File: src/rtl/nx_fifo_wr_arb.sv
`default_nettype none
// ============================================================================
// Module   : nx_fifo_wr_arb
// Brief    : Round-robin multi-requester write arbiter for a credit-tracked
//            FIFO, with a drain/clear/wait flush sequence and overflow flag.
//            Optional macro NX_FIFO_WR_ARB_STATS_EN adds per-requester
//            saturating transfer counters on stat_grant_cnt.
// Revision : 1.0 - initial release
// ============================================================================
module nx_fifo_wr_arb #(
    parameter int N_REQ = 4,
    parameter int WIDTH = 71,
    parameter int DEPTH = 2048,
    localparam int CW   = $clog2(DEPTH) + 1,
    localparam int GW   = (N_REQ > 1) ? $clog2(N_REQ) : 1
) (
    input  logic                   clk,
    input  logic                   rst,
    input  logic [N_REQ-1:0]       req_valid,
    input  logic [N_REQ*WIDTH-1:0] req_data,
    output logic [N_REQ-1:0]       req_ready,
    output logic                   fifo_wen,
    output logic [WIDTH-1:0]       fifo_wdata,
    input  logic [CW-1:0]          fifo_free_slots,
    input  logic [CW-1:0]          fifo_used_slots,
    output logic                   fifo_clear,
    input  logic                   clear_req,
    output logic                   clear_done,
    output logic [GW-1:0]          grant_id,
    output logic                   ovf_err
`ifdef NX_FIFO_WR_ARB_STATS_EN
    ,
    output logic [N_REQ*16-1:0]    stat_grant_cnt
`endif
);

    localparam logic [1:0] c_ST_RUN   = 2'd0;
    localparam logic [1:0] c_ST_DRAIN = 2'd1;
    localparam logic [1:0] c_ST_CLEAR = 2'd2;
    localparam logic [1:0] c_ST_WAIT  = 2'd3;

    logic [1:0]       r_state;
    logic [1:0]       w_state_nxt;
    logic [GW-1:0]    r_ptr;
    logic [GW-1:0]    r_grant_id;
    logic [GW-1:0]    w_sel;
    logic [GW-1:0]    w_ptr_nxt;
    logic             w_found;
    logic             w_credit;
    logic             w_grant_en;
    logic             w_xfer;
    logic             w_done;
    logic             r_fifo_wen;
    logic [WIDTH-1:0] r_fifo_wdata;
    logic             r_clear_done;
    logic             r_ovf_err;

    // First valid requester at or after the pointer, wrapping modulo N_REQ.
    always_comb begin
        w_found = 1'b0;
        w_sel   = '0;
        for (int k = 0; k < N_REQ; k++) begin
            if (!w_found && req_valid[(int'(r_ptr) + k) % N_REQ]) begin
                w_found = 1'b1;
                w_sel   = GW'((int'(r_ptr) + k) % N_REQ);
            end
        end
    end

    // The write already in flight consumes one slot not yet reflected in the count.
    assign w_credit   = fifo_free_slots > CW'(r_fifo_wen);
    assign w_grant_en = !rst && (r_state == c_ST_RUN) && !clear_req && w_credit;
    assign w_xfer     = w_grant_en && w_found;
    assign w_ptr_nxt  = (w_sel == GW'(N_REQ - 1)) ? '0 : w_sel + 1'b1;

    always_comb begin
        req_ready = '0;
        for (int i = 0; i < N_REQ; i++) begin
            req_ready[i] = w_xfer && (w_sel == GW'(i));
        end
    end

    always_ff @(posedge clk) begin
        if (rst) begin
            r_state <= c_ST_RUN;
        end else begin
            r_state <= w_state_nxt;
        end
    end

    always_comb begin
        w_state_nxt = r_state;
        w_done      = 1'b0;
        case (r_state)
            c_ST_RUN:   if (clear_req) w_state_nxt = c_ST_DRAIN;
            c_ST_DRAIN: if (!r_fifo_wen) w_state_nxt = c_ST_CLEAR;
            c_ST_CLEAR: w_state_nxt = c_ST_WAIT;
            c_ST_WAIT: begin
                if (fifo_used_slots == '0) begin
                    w_done = 1'b1;
                    if (!clear_req) w_state_nxt = c_ST_RUN;
                end
            end
            default:    w_state_nxt = c_ST_RUN;
        endcase
    end

    always_ff @(posedge clk) begin
        if (rst) begin
            r_ptr        <= '0;
            r_grant_id   <= '0;
            r_fifo_wen   <= 1'b0;
            r_fifo_wdata <= '0;
            r_clear_done <= 1'b0;
            r_ovf_err    <= 1'b0;
        end else begin
            r_fifo_wen   <= w_xfer;
            r_clear_done <= w_done;
            if (w_xfer) begin
                r_fifo_wdata <= req_data[int'(w_sel)*WIDTH +: WIDTH];
                r_ptr        <= w_ptr_nxt;
                r_grant_id   <= w_sel;
            end
            if (r_fifo_wen && (fifo_free_slots == '0)) begin
                r_ovf_err <= 1'b1;
            end
        end
    end

    assign fifo_wen   = r_fifo_wen;
    assign fifo_wdata = r_fifo_wdata;
    assign fifo_clear = (r_state == c_ST_CLEAR);
    assign clear_done = r_clear_done;
    assign grant_id   = r_grant_id;
    assign ovf_err    = r_ovf_err;

`ifdef NX_FIFO_WR_ARB_STATS_EN
    generate
        for (genvar gi = 0; gi < N_REQ; gi++) begin : g_stats
            logic [15:0] r_cnt;
            always_ff @(posedge clk) begin
                if (rst || (r_state == c_ST_CLEAR)) begin
                    r_cnt <= '0;
                end else if (req_valid[gi] && req_ready[gi] && (r_cnt != 16'hFFFF)) begin
                    r_cnt <= r_cnt + 16'd1;
                end
            end
            assign stat_grant_cnt[gi*16 +: 16] = r_cnt;
        end
    endgenerate
`endif

endmodule
`default_nettype wire
File: config.mk
export PLATFORM = sky130hd
export DESIGN_NAME = nx_fifo_wr_arb
export DESIGN_NICKNAME = d
export VERILOG_FILES = /design/src/rtl/nx_fifo_wr_arb.sv
export SDC_FILE = /design/constraint.sdc
export NUM_CORES = 1
export LEC_CHECK = 0
export BUFFER_PORTS_ARGS = -buffer_cell sky130_fd_sc_hd__clkbuf_2
export CORE_AREA = 2 2 153 155
export CTS_CLUSTER_DIAMETER = 60
export CTS_CLUSTER_SIZE = 8
export DETAILED_ROUTE_END_ITERATION = 7
export DIE_AREA = 0 0 155 157
export PLACE_DENSITY = 0.62
export SYNTH_ARGS = -nofsm -noshare
export SYNTH_HDL_FRONTEND = slang
export SYNTH_SLANG_ARGS = --single-unit
export TNS_END_PERCENT = 20
File: constraint.sdc
create_clock -name clk -period 4.7 [get_ports clk]
set_input_delay 0.235 -clock clk [delete_from_list [all_inputs] [get_ports clk]]
set_output_delay 0.235 -clock clk [all_outputs]
set_load 0.005 [all_outputs]
Word level (Yosys, flattened, before mapping)

Index checks and enable logic that the tools add are counted.

Input bits: 315
Logic and storage cells: 84
Memories kept: 0
Bits in registers: 80
Memory bits (writable): 0
Bits in latches: 0
Bits in read-only memories: 0

$mul: 1
Div/mod/pow operators: 0
Mux-type cells: 26
Reduce and logical (&&, ||, !) cells: 26
Order comparisons: 5
Shift-type cells: 1
Bitwise operators: 4
Equal/unequal tests: 10
Add/sub/neg operators: 4

Operators with widths:

| kind                  | number |
|---|---|
| $shiftx A284 B10 Y71  | 1 |
| $logic_not A12 Y1     | 2 |
| $mux W2               | 9 |
| $gt A12 B1 Y1         | 1 |
| $logic_and A1 B1 Y1   | 12 |
| $lt A3 B4 Y1 const B  | 3 |
| $mux W1               | 12 |
| $mul A2 B7 Y9 const B | 1 |
| $bmux W1 S2           | 4 |
| $eq A2 B2 Y1 const B  | 4 |
| $ne A2 B2 Y1 const B  | 4 |
| $pmux W2 S4           | 1 |
| $reduce_or A2 Y1      | 4 |
| $logic_not A1 Y1      | 5 |
| $add A2 B1 Y2 const B | 2 |
| $add A2 B2 Y2 const B | 2 |
| $eq A2 B1 Y1 const B  | 2 |
| $logic_not A2 Y1      | 2 |
| $reduce_and A4 Y1     | 1 |
| $and A1 B1 Y1 const A | 3 |
| $lt A2 B3 Y1 const B  | 1 |
| $not A1 Y1            | 1 |

Longest topological paths before layout

Word-level depth: 16
Depth in mapped cells: 9
Depth with buffers taken out: 8

Least setup slack after synthesis

No wires, ideal clock.

Path kind: register to output
From: register r_ptr[1]
To: output req_ready[0]
Arrival: 1.711 ns
Required time: 4.465 ns
Path buffers: 2
Slack: 2.754 ns
Cell stages (with the launch flop): 8
Cell sequence: dfxtp_1 > mux2i_1 > nor2_1 > or3_1 > buf_2 > buf_1 > ha_1 > and2_1

Cells in the longest elaborated chain, start to end: 14
Elaborated cells between the ends (all ways): 31
Those cells by class: add/sub (3); mux (19); reduce/logical (9)

RTL lines:

| item                                                              | RTL line | source |
|---|---|---|
| start, declared                                                   | 44       | `logic [GW-1:0] r_ptr;` |
| start signal, assigned                                            | 121      | `r_ptr <= w_ptr_nxt;` |
| $add A2 B1 Y2 or $bmux W1 S2 (tied branches)                      | 63, 65   |  |
| $bmux W1 S2 or $mux W1 (tied branches)                            | 63       | `if (!w_found && req_valid[(int'(r_ptr) + k) % N_REQ]) begin` |
| $mux W1 (implied by the code)                                     | 63       |  |
| $mux W1 (implied by the code) or $logic_not A1 Y1 (tied branches) | 63       |  |
| $logic_and A1 B1 Y1                                               | 63       |  |
| $mux W1                                                           | 63       |  |
| $logic_not A1 Y1                                                  | 63       |  |
| $logic_and A1 B1 Y1                                               | 63       |  |
| $mux W1                                                           | 63       |  |
| $logic_not A1 Y1                                                  | 63       |  |
| $logic_and A1 B1 Y1                                               | 63       |  |
| $mux W2 or $mux W1 (tied branches)                                | 63       |  |
| $logic_not A2 Y1 or $logic_and A1 B1 Y1 (tied branches)           | 79, 73   |  |
| $logic_and A1 B1 Y1 (*)                                           | 79       | `req_ready[i] = w_xfer && (w_sel == GW'(i));` |
| end, declared                                                     | 21       | `output logic [N_REQ-1:0] req_ready,` |

Mark *: on every way between the ends. The rest lies on a longest branch, timed or not. The select of a mux whose other input is x is not followed.

Worst setup path in the final report

Ends and elaborated chain as after synthesis.

==> run metrics <==
# hold bufs at CTS 0; post-synth top area cell dfxtp_1; Arr. time, crit path 2.68 ns; max_slew headroom 47.6%; Syn Std Cell Area 0.00560 mm^2; FMAX 343 MHz; largest net degree at the start of global routing 101; die area 0.0243 mm^2; clk sinks 80; R2R setup slack 2.06 ns; max-cap violations 0; initial antenna violation count 3; simple-gate share of the synthesized area 28.6%; Max FO, Critical Path 42; CP Launch Type flip-flop; post-CTS setup buffers 0; fin nets 1,330; Synth area leaders dfxtp_1, a211oi_1, and3_1; ANT nets after route 0; Horiz. Die Dim 155 um; Synth Area in Adders 2.23%; Synth Area in Compound Gates 31.7%; final hold slack 0.171 ns; Core Rows 55; setup violators final 0; crit end category output pin; top_reg_cell synth dfxtp_1; Initial Util 24.9%; # IOs 396; first-pass GRT wire length 34,300 um; worst hold-check path type input port to flip-flop; FFs w/ async S/R, synth 0%; DP HPWL 16,800 um; Synth top area share 28.6%; largest family of logic cells by synthesized area compound AO/OA/AOI/OAI gates; multiplexer share of the synthesized area 0.358%; routed vias/inst 5.21; fillers 2,408; Total GRT Usage 17.7%; Slew Viols, Final 0; initial drt markers 470; Post-Route WL 22,700 um; P&R area growth vs syn 41.4%; CTS clk-pin slew, worst paths 0.06 ns; Clock Latency Late Sink 0.34 ns; RSZ-0062 raised after global routing false; Worst IR Drop VDD 0.204 mV; Root Driver clkbuf_16; final period utilization 62.1%; number of synthesized flops with an enable pin 0; XOR/XNOR Fraction of Synth Area 0%; die height 157 um; Yosys cell types 35; htree depth 3; Worst-Margin Slew 0.785 ns; Synth Register Bits 80; CTS Buffer Depth 2; critical path type flip-flop to output pin; pwr dens 390 mW/mm^2; layout cells sized above 1 42.3%; total grt overflow 0; DRC viols 0; Initial DRT Pass Iterations 7; CTS tree done; setup_tns 0 ns; final period demand of the worst path 2.92 ns; Cells on Worst Hold Path 3; Avg WL per Cell 17.6 um; status finished clean; via count 6,747; sequential fraction of the synthesis area 28.6%; Resized cells post-CTS 0; Fin Clk Skew 0.0125 ns; Post-Syn Area per Cell 8.28 um^2; routability cong. 0.838; antenna fix cells 0; Placeable Area 0.0225 mm^2; CTS Buf Count 9; synthesis warning total 0; syn_nets 1,001; Pleak 0.00399 uW; WP data required 4.47 ns; port bufs 395; R2R depth 6; Mapped Cells 676; final hold vios 0; vias in the first global route 6,384
[critical path: stages (launching register included)]
cell and delay (ns):
dfxtp_1 0.40, mux2i_1 0.20, nor2_1 0.05, or3_2 0.49
buf_4 0.28, buf_4 0.33, ha_1 0.26, and2_1 0.14
clkbuf_2 0.11
[final timing paths]
| path | end | startpoint |
|---|---|---|
| worst min-delay path | clear_done | fifo_used_slots[10] |
| worst max-delay path | req_ready[0] | r_ptr[1] |
| worst max register to register | fifo_wdata[43] | r_ptr[1] |
| worst min register to register | ovf_err | ovf_err |
[cell usage in the layout (no fill, tap or decap), types with 2 or more instances in the layout]
cell	n
ha_1	10
a31oi_1	8
clkbuf_2	395
nand3b_1	66
nand2b_1	3
o21ai_0	2
clkinvlp_4	2
clkbuf_1	2
inv_1	5
buf_4	10
and3_1	142
o211ai_1	16
a21boi_1	4
nor2_1	6
nand2_1	13
a211oi_1	127
nand3_1	2
nor4_1	4
nor3_1	3
inv_2	2
o31ai_1	64
nor2b_1	2
and2_1	4
clkbuf_16	9
dfxtp_1	80
or4_1	3
mux2i_1	2
a21boi_0	12
[sequential cells by signal, summed over array words and instances (netlist names)]
name        count
ovf_err         1
r_ptr           2
fifo_wdata     71
r_state         2
clear_done      1
fifo_wen        1
grant_id        2
[logic make-up (layout without fill, tap and decap cells)]
kind of cell             after synthesis  count (layout)
multiplexers                           2               2
AND/OR/NAND/NOR                      251             251
adder cells (fa/ha/maj)               10              10
buffers and inverters                 95             429
AO/OA/AOI/OAI                        238             238
flip-flops                            80              80
[Yosys cell counts (2+ instances only)]
library cell,number
buf_2,30
mux2i_1,2
inv_2,2
a21boi_0,12
inv_1,5
o21ai_0,2
buf_4,4
nand2_1,14
nand2b_1,3
a31oi_1,8
nor4_1,4
nor2_1,6
o31ai_1,64
nor3_1,3
buf_6,9
a21boi_1,4
nor2b_1,2
and3_1,142
dfxtp_1,80
ha_1,10
buf_1,3
clkbuf_1,42
nand3_1,2
and2_1,4
nand3b_1,66
or4_1,3
o211ai_1,16
a211oi_1,127
[routing by layer]
| layer | GRT usage, % | wire length (um) | part of all wire (%) |
|---|---|---|---|
| met1 | 21.6 | 9550 | 42 |
| met5 | 0 | 37 | 0.16 |
| met2 | 28.9 | 10500 | 46 |
| met4 | 6.53 | 667 | 2.9 |
| met3 | 6.03 | 1960 | 8.6 |
[layout make-up]
type,instances,area (um^2),area share (%)
multi-input combinational,501,3560,45.0
timing repair buffer,406,2070,26.2
sequential,80,1600,20.2
tap,285,357,4.50
clock buffer,12,246,3.11
clock inverter,4,53.8,0.680
inverter,7,26.3,0.332
[power breakdown]
part           leakage (uW)  internal [uW]  total [uW]  switching, uW
Combinational       0.00319            579        1400            820
Clock              0.000139            428         730            302
Sequential         0.000656            853         957            104
[metrics by stage]
step / util (%) / cells / cell area [um^2] / worst slack [ns] / power (uW)
6_report: 35.2 / 1295 / 7920 / 1.78 / 3090
5_1_grt: 35.2 / 1295 / 7920 / 1.61 / 3320
4_1_cts: 35.2 / 1295 / 7920 / 1.76 / 3130
3_5_place_dp: 33.8 / 1279 / 7620 / 1.99 / 2380
3_3_place_gp: 33.8 / 1279 / 7620 / 2.03 / 2370
2_1_floorplan: - / 676 / 5600 / 2.75 / 1850
Note: power is estimated with default switching activity, not from simulation.
